**src/rtl/rotenc_pkg.sv**
```systemverilog
// Shared definitions for the rotary hex switch controller.
// FSM state constants, code width, the ambiguous-step delta and the modulo
// delta helper used when classifying a committed change.

package rotenc_pkg;

  // Width of the rotary switch code.
  localparam int unsigned CODE_W = 4;

  // Controller states.
  typedef logic [1:0] state_t;
  localparam state_t ST_INIT   = 2'd0;
  localparam state_t ST_IDLE   = 2'd1;
  localparam state_t ST_SETTLE = 2'd2;
  localparam state_t ST_COMMIT = 2'd3;

  // A change of exactly half a turn cannot be assigned a direction.
  localparam logic [CODE_W-1:0] AMBIG_DELTA = 4'd8;

  // Modulo-16 step from old_code to new_code; 1..7 is up, 9..15 is down.
  function automatic logic [CODE_W-1:0] rot_delta(input logic [CODE_W-1:0] old_code,
                                                  input logic [CODE_W-1:0] new_code);
    return new_code - old_code;
  endfunction

endpackage

```
**src/rtl/rotenc_debounce.sv**
```systemverilog
// Input synchronizer, candidate register and stability counter.
// The controller steers this block with two controls:
//   i_load  - capture the synchronized code as the new candidate, restart count
//   i_track - follow the synchronized code: reload on change, count while equal
// o_stable_new pulses on the cycle the candidate has been seen DEB_CYCLES
// times in a row; the caller acts on that same clock edge.

module rotenc_debounce
  import rotenc_pkg::*;
#(
  parameter int unsigned DEB_CYCLES  = 270000,
  parameter int unsigned SYNC_STAGES = 2
) (
  input  logic              clk,
  input  logic              rst,
  input  logic [CODE_W-1:0] i_raw,
  input  logic              i_load,
  input  logic              i_track,
  output logic [CODE_W-1:0] o_sync,
  output logic [CODE_W-1:0] o_cand,
  output logic              o_stable_new
);

  localparam int unsigned CNT_W = $clog2(DEB_CYCLES);
  localparam logic [CNT_W-1:0] CNT_LAST = CNT_W'(DEB_CYCLES - 1);
  localparam logic [CNT_W-1:0] CNT_PRE  = CNT_W'(DEB_CYCLES - 2);

  logic [CODE_W-1:0] r_sync [SYNC_STAGES];
  logic [CODE_W-1:0] r_cand;
  logic [CNT_W-1:0]  r_cnt;
  logic [CODE_W-1:0] w_s;
  logic              w_match;

  assign w_s     = r_sync[SYNC_STAGES-1];
  assign w_match = (w_s == r_cand);

  // Synchronizer chain for the asynchronous switch pins.
  always_ff @(posedge clk) begin
    if (rst) begin
      for (int unsigned i = 0; i < SYNC_STAGES; i++) begin
        r_sync[i] <= '0;
      end
    end else begin
      r_sync[0] <= i_raw;
      for (int unsigned i = 1; i < SYNC_STAGES; i++) begin
        r_sync[i] <= r_sync[i-1];
      end
    end
  end

  // Candidate capture and stability counting; the counter saturates at its
  // last value so a long-stable input produces a single pulse.
  always_ff @(posedge clk) begin
    if (rst) begin
      r_cand <= '0;
      r_cnt  <= '0;
    end else if (i_load) begin
      r_cand <= w_s;
      r_cnt  <= '0;
    end else if (i_track) begin
      if (!w_match) begin
        r_cand <= w_s;
        r_cnt  <= '0;
      end else if (r_cnt != CNT_LAST) begin
        r_cnt <= r_cnt + CNT_W'(1);
      end
    end
  end

  // Pulse on the edge where the counter steps onto its last value.
  always_comb begin
    o_stable_new = i_track && !i_load && w_match && (r_cnt == CNT_PRE);
  end

  assign o_sync = w_s;
  assign o_cand = r_cand;

endmodule

```
**src/rtl/rotenc_ctrl.sv**
```systemverilog
// Rotary hex switch sequencing controller.
// Debounces the 4-bit switch code, classifies each committed change as up,
// down or ambiguous (half-turn), accumulates an 8-bit position and drives the
// LED mirror and the two hex digit codes.
// Build option: define ROTENC_DP_EN to enable the decimal-point hold timer;
// otherwise dp is tied low and no timer logic exists.

module rotenc_ctrl
  import rotenc_pkg::*;
#(
  parameter int unsigned DEB_CYCLES  = 270000,
  parameter int unsigned SYNC_STAGES = 2,
  parameter int unsigned DP_HOLD     = 2700000
) (
  input  logic       clk,
  input  logic       rst,
  input  logic [3:0] prrot,
  output logic [3:0] prled,
  output logic [3:0] code,
  output logic [7:0] pos,
  output logic       chg,
  output logic       dir,
  output logic       err,
  output logic [4:0] dig0,
  output logic [4:0] dig1,
  output logic       dp
);

  if (DEB_CYCLES < 2 || DEB_CYCLES > 24'hFF_FFFF) begin : g_bad_deb
    $error("DEB_CYCLES out of range");
  end
  if (SYNC_STAGES < 2) begin : g_bad_sync
    $error("SYNC_STAGES must be at least 2");
  end
  if (DP_HOLD == 0) begin : g_bad_hold
    $error("DP_HOLD must be nonzero");
  end

  state_t            r_state;
  logic [CODE_W-1:0] r_code;
  logic [7:0]        r_pos;
  logic              r_dir;
  logic              r_chg;
  logic              r_err;

  logic [CODE_W-1:0] w_s;
  logic [CODE_W-1:0] w_cand;
  logic              w_stable_new;
  logic              w_load;
  logic              w_track;
  logic [CODE_W-1:0] w_delta;
  logic              w_commit;

  rotenc_debounce #(
    .DEB_CYCLES  (DEB_CYCLES),
    .SYNC_STAGES (SYNC_STAGES)
  ) u_debounce (
    .clk          (clk),
    .rst          (rst),
    .i_raw        (prrot),
    .i_load       (w_load),
    .i_track      (w_track),
    .o_sync       (w_s),
    .o_cand       (w_cand),
    .o_stable_new (w_stable_new)
  );

  // Debouncer steering: IDLE starts a settle on any departure from the
  // committed code; INIT and SETTLE follow the input, except that a return
  // to the committed code in SETTLE aborts the settle instead of counting.
  always_comb begin
    w_load   = (r_state == ST_IDLE) && (w_s != r_code);
    w_track  = (r_state == ST_INIT) || ((r_state == ST_SETTLE) && (w_s != r_code));
    w_delta  = rot_delta(r_code, w_cand);
    w_commit = (r_state == ST_COMMIT);
  end

  // Controller FSM, commit classification and position arithmetic.
  always_ff @(posedge clk) begin
    if (rst) begin
      r_state <= ST_INIT;
      r_code  <= '0;
      r_pos   <= '0;
      r_dir   <= 1'b0;
      r_chg   <= 1'b0;
      r_err   <= 1'b0;
    end else begin
      r_chg <= 1'b0;
      r_err <= 1'b0;
      case (r_state)
        ST_INIT: begin
          // First stable value only establishes the reference code.
          if (w_stable_new) begin
            r_code  <= w_cand;
            r_pos   <= '0;
            r_state <= ST_IDLE;
          end
        end
        ST_IDLE: begin
          if (w_load) begin
            r_state <= ST_SETTLE;
          end
        end
        ST_SETTLE: begin
          if (w_s == r_code) begin
            r_state <= ST_IDLE;
          end else if (w_stable_new) begin
            r_state <= ST_COMMIT;
          end
        end
        ST_COMMIT: begin
          r_code  <= w_cand;
          r_chg   <= 1'b1;
          r_state <= ST_IDLE;
          if (w_delta == AMBIG_DELTA) begin
            r_err <= 1'b1;
          end else if (!w_delta[3]) begin
            r_pos <= r_pos + {4'd0, w_delta};
            r_dir <= 1'b1;
          end else begin
            r_pos <= r_pos - (8'd16 - {4'd0, w_delta});
            r_dir <= 1'b0;
          end
        end
        default: begin
          r_state <= ST_INIT;
        end
      endcase
    end
  end

`ifdef ROTENC_DP_EN
  // Wide enough for both the hold value and the blink tap at bit 20.
  localparam int unsigned DP_W = ($clog2(DP_HOLD + 1) > 21) ? $clog2(DP_HOLD + 1) : 21;

  logic [DP_W-1:0] r_dp_cnt;
  logic            r_dp_blink;

  // Decimal-point hold timer, retriggered by every committed change.
  always_ff @(posedge clk) begin
    if (rst) begin
      r_dp_cnt   <= '0;
      r_dp_blink <= 1'b0;
    end else if (w_commit) begin
      r_dp_cnt   <= DP_W'(DP_HOLD);
      r_dp_blink <= (w_delta == AMBIG_DELTA);
    end else if (r_dp_cnt != '0) begin
      r_dp_cnt <= r_dp_cnt - DP_W'(1);
    end
  end

  // Ambiguous changes blink the point instead of holding it steady.
  always_comb begin
    dp = r_dp_blink ? r_dp_cnt[20] : (r_dp_cnt != '0);
  end
`else
  logic w_commit_unused;
  assign w_commit_unused = w_commit;
  assign dp = 1'b0;
`endif

  assign prled = r_code;
  assign code  = r_code;
  assign pos   = r_pos;
  assign chg   = r_chg;
  assign dir   = r_dir;
  assign err   = r_err;
  assign dig0  = {1'b0, r_code};
  assign dig1  = {1'b0, r_pos[3:0]};

endmodule

```
**config.mk**
```make
export PLATFORM = sky130hd
export DESIGN_NAME = rotenc_ctrl
export DESIGN_NICKNAME = d
export VERILOG_FILES = /design/src/rtl/rotenc_pkg.sv /design/src/rtl/rotenc_debounce.sv /design/src/rtl/rotenc_ctrl.sv
export SDC_FILE = /design/constraint.sdc
export NUM_CORES = 1
export LEC_CHECK = 0
export BUFFER_PORTS_ARGS = -buffer_cell sky130_fd_sc_hd__buf_4
export CORE_MARGIN = 2
export CORE_UTILIZATION = 45
export CTS_BUF_LIST = sky130_fd_sc_hd__clkbuf_8 sky130_fd_sc_hd__clkbuf_16
export DETAILED_ROUTE_END_ITERATION = 10
export GPL_TIMING_DRIVEN = 0
export PLACE_DENSITY = 0.67
export SLEW_MARGIN = 20
export SYNTH_ARGS = -nofsm -noshare
export SYNTH_HDL_FRONTEND = slang
export SYNTH_SLANG_ARGS = --single-unit
```
**constraint.sdc**
```tcl
create_clock -name clk -period 3.51 [get_ports clk]
set_clock_uncertainty 0.15 [all_clocks]
set_input_delay 0.5265 -clock clk [delete_from_list [all_inputs] [get_ports clk]]
set_output_delay 0.5265 -clock clk [all_outputs]
set_load 0.02 [all_outputs]
```
==> run_results.csv <==
group,metric,value,unit
run_status,outcome,"complete, no violations",
synth,yosys-top-cells-area,"dfxtp_1, ha_1, xnor2_1",
final_layout,fillers,550,
timing,period_needed,3.38,ns
worst_setup_path,crit_type,"reg -> reg",
synth,synth_top_area_cell,"dfxtp_1",
clock_tree,cts_hold_buf,0,
clock_tree,cts_inserted_buffers,5,
power,p_per_area,384,nW/µm²
timing,whs,0.274,ns
final_layout,drive_gt1_frac,0.227,
timing,fmax,296,MHz
timing,final_max_slew_viol_count,0,
routing,ant_nets,0,
placed_design,io_buffers,32,
power,leakage,0.00134,µW
final_layout,syn_to_final_growth,20.8,%
timing,setup-tns-final,0,ns
clock_tree,cts_tree,"built",
final_layout,num-nets-final,401,
worst_setup_path,crit_fanout,5,
routing,met2_length,2870,µm
final_layout,most-common-layout-cells,"buf_4, dfxtp_1, nor2_1",
worst_setup_path,required,3.53,ns
timing,slew_headroom,0.538,
routing,drc,0,
floorplanning,row_count,28,
worst_setup_path,worstReg2RegStart,"code[1]",
routing,wl_met1,2760,µm
synth,synth-warning-count,0,
grt,grt_max_degree,16,
grt,grt_pass1_vias,2144,
floorplanning,die_h,82.9,µm
routing,top_layer_used,"met4",
floorplanning,dieArea,6880,µm²
worst_hold_path,holdPathEnd,"u_debounce.r_sync[0][3]",
worst_hold_path,hold_depth,2,
worst_hold_path,hold_class,"in -> reg",
synth,synth-async-reset-ratio,0,
power,finalPower,1300,µW
timing,setup_viol,0,
power,irDropWorstVdd,251,µV
grt,antenna_found_initial,0,
worst_setup_path,r2r_slack,0.13,ns
worst_hold_path,min-delay-start,"prrot[3]",
placed_design,dp_hpwl,4390,µm
clock_tree,cts_root_buf,"clkbuf_8",
run,drv_cap,0,
timing,hold_viol,0,
worst_setup_path,r2r_end,"pos[7]",
routing,wire_per_inst,13.4,µm
grt,grt_pass1_wl,9930,µm
worst_setup_path,arrival,3.40,ns
timing,fin_crit_sh,0.962,
worst_setup_path,critPathCaptureType,"register",
synth,ys_types,47,
worst_setup_path,reg2reg_depth,15,
routing,met3_length,283,µm
floorplanning,start_util,0.471,
clock_tree,clock_latency,0.32,ns
routing,vias_per_cell,5.27,
clock_tree,cts.sink_count,48,
final_layout,fin_util,0.568,
synth,netlist.area_leader.share,0.343,
clock_tree,cts_buffer_depth,2,
final_layout,stdcell_area,3380,µm²
synth,seq_area_frac_synth,0.343,
routing,routed_wl,6020,µm
synth,synthCells,328,
floorplanning,core_area,5960,µm²
grt,grt_usage,0.176,
final_layout,antennaDiodeCount,0,
clock_tree,clkTransAtPathRegs,0.09,ns
routing,drt_iter0_markers,125,
timing,worstMarginPinSlew,0.687,ns
clock_tree,htreeDepth,2,
floorplanning,ioPinCount,36,
synth,ys.flop_type,"dfxtp_1",
synth,syn_area_per_cell,8.54,µm²
floorplanning,die_w,82.9,µm
synth,synth_seq_cells,48,
grt,grt-ovfl-total,0,
synth,synth_area,2800,µm²
routing,via_count,2364,
synth,synth_edf_count,0,
routing,dr.pass1.iters,4,
final_layout,final_common_cell,"buf_4",
worst_setup_path,startpoint_type,"register",
placed_design,post_dp_cell_area,3150,µm²
placed_design,globalplace.congestion,0.873,
## routing by layer
layer / vias to the layer above / global-route usage
met5: - / 0
met4: 0 / 0.0641
met3: 8 / 0.0348
met2: 49 / 0.296
met1: 1098 / 0.222
li1: 1209 / -
## metrics by stage
stage / instances / worst slack (ns)
6_report: 449 / 0.134
5_1_grt: 449 / -0.0458
4_1_cts: 447 / 0.00903
3_5_place_dp: 437 / -0.155
3_3_place_gp: 437 / -0.114
2_1_floorplan: 330 / 0.0650
## Yosys cell counts (all sizes together), types with 8 or more instances
cell type	number
dfxtp	48
nor2	26
nand2	25
a21oi	23
inv	21
xnor2	21
ha	20
buf	19
o21ai	15
nor2b	13
nand4	11
and3	8
nor3	8
## logic make-up (layout without fill, tap and decap cells)
kind of cell               Yosys count  after routing  share of synthesized area
AOI/OAI and AO/OA                   55             55                      0.122
xor gates and xnor gates            28             28                     0.0875
adders and majority gates           22             22                      0.104
buffers and inverters               46             90                     0.0853
DFF                                 48             48                      0.343
muxes                                7              7                     0.0250
other                                1              3                    0.00134
and+or+nand+nor                    121            121                      0.232
## state kept, by name, summed over array words and instances, names as in the netlist
signal / flops
r_state: 2
code: 4
u_debounce.r_cnt: 19
dir: 1
u_debounce.r_sync: 8
pos: 8
err: 1
u_debounce.o_cand: 4
chg: 1
## worst max path at each step
stage                     startpoint  endpoint  slack [ns]
after floorplan              code[1]    pos[7]        0.07
after global placement       code[0]    pos[7]       -0.11
after detailed placement     code[1]    pos[7]       -0.16
after CTS                    code[1]    pos[7]       0.009
after global routing         code[1]    pos[7]       -0.05
final                        code[1]    pos[7]        0.13
## worst max-delay path, cell delays in order (launching register included)
cell and delay (ns):
dfxtp_4 0.36, inv_1 0.06, ha_1 0.29, nor2b_1 0.13
o21a_1 0.20, or3_4 0.41, nand2_4 0.11, nand3_2 0.10
ha_4 0.29, ha_4 0.20, and3_1 0.17, a21oi_2 0.13
a31oi_1 0.13, xor2_1 0.21, a211oi_2 0.19, o32ai_1 0.10
## power by group
group	switching [µW]	internal, µW	total [µW]
sequential	14.1	556	570
combinational	171	127	298
clock	197	233	430
## area by class of cell
| class | count | area, µm² | share of cell area |
|---|---|---|---|
| timing repair buffer | 36 | 270 | 0.0799 |
| tap | 75 | 93.8 | 0.0277 |
| clock buffer | 6 | 82.6 | 0.0244 |
| inverter | 21 | 78.8 | 0.0233 |
| clock inverter | 2 | 38.8 | 0.0115 |
| multi-input combinational | 236 | 1690 | 0.500 |
| sequential | 48 | 968 | 0.286 |
| buffer | 25 | 160 | 0.0473 |
## what timing repair did
action                     CTS  global route
gates cloned                 0             0
pin swaps                    1             4
setup endpoints to repair    3             3
buffers inserted             2             2
gates resized for setup      6            12
(Power assumes the default switching activity.)
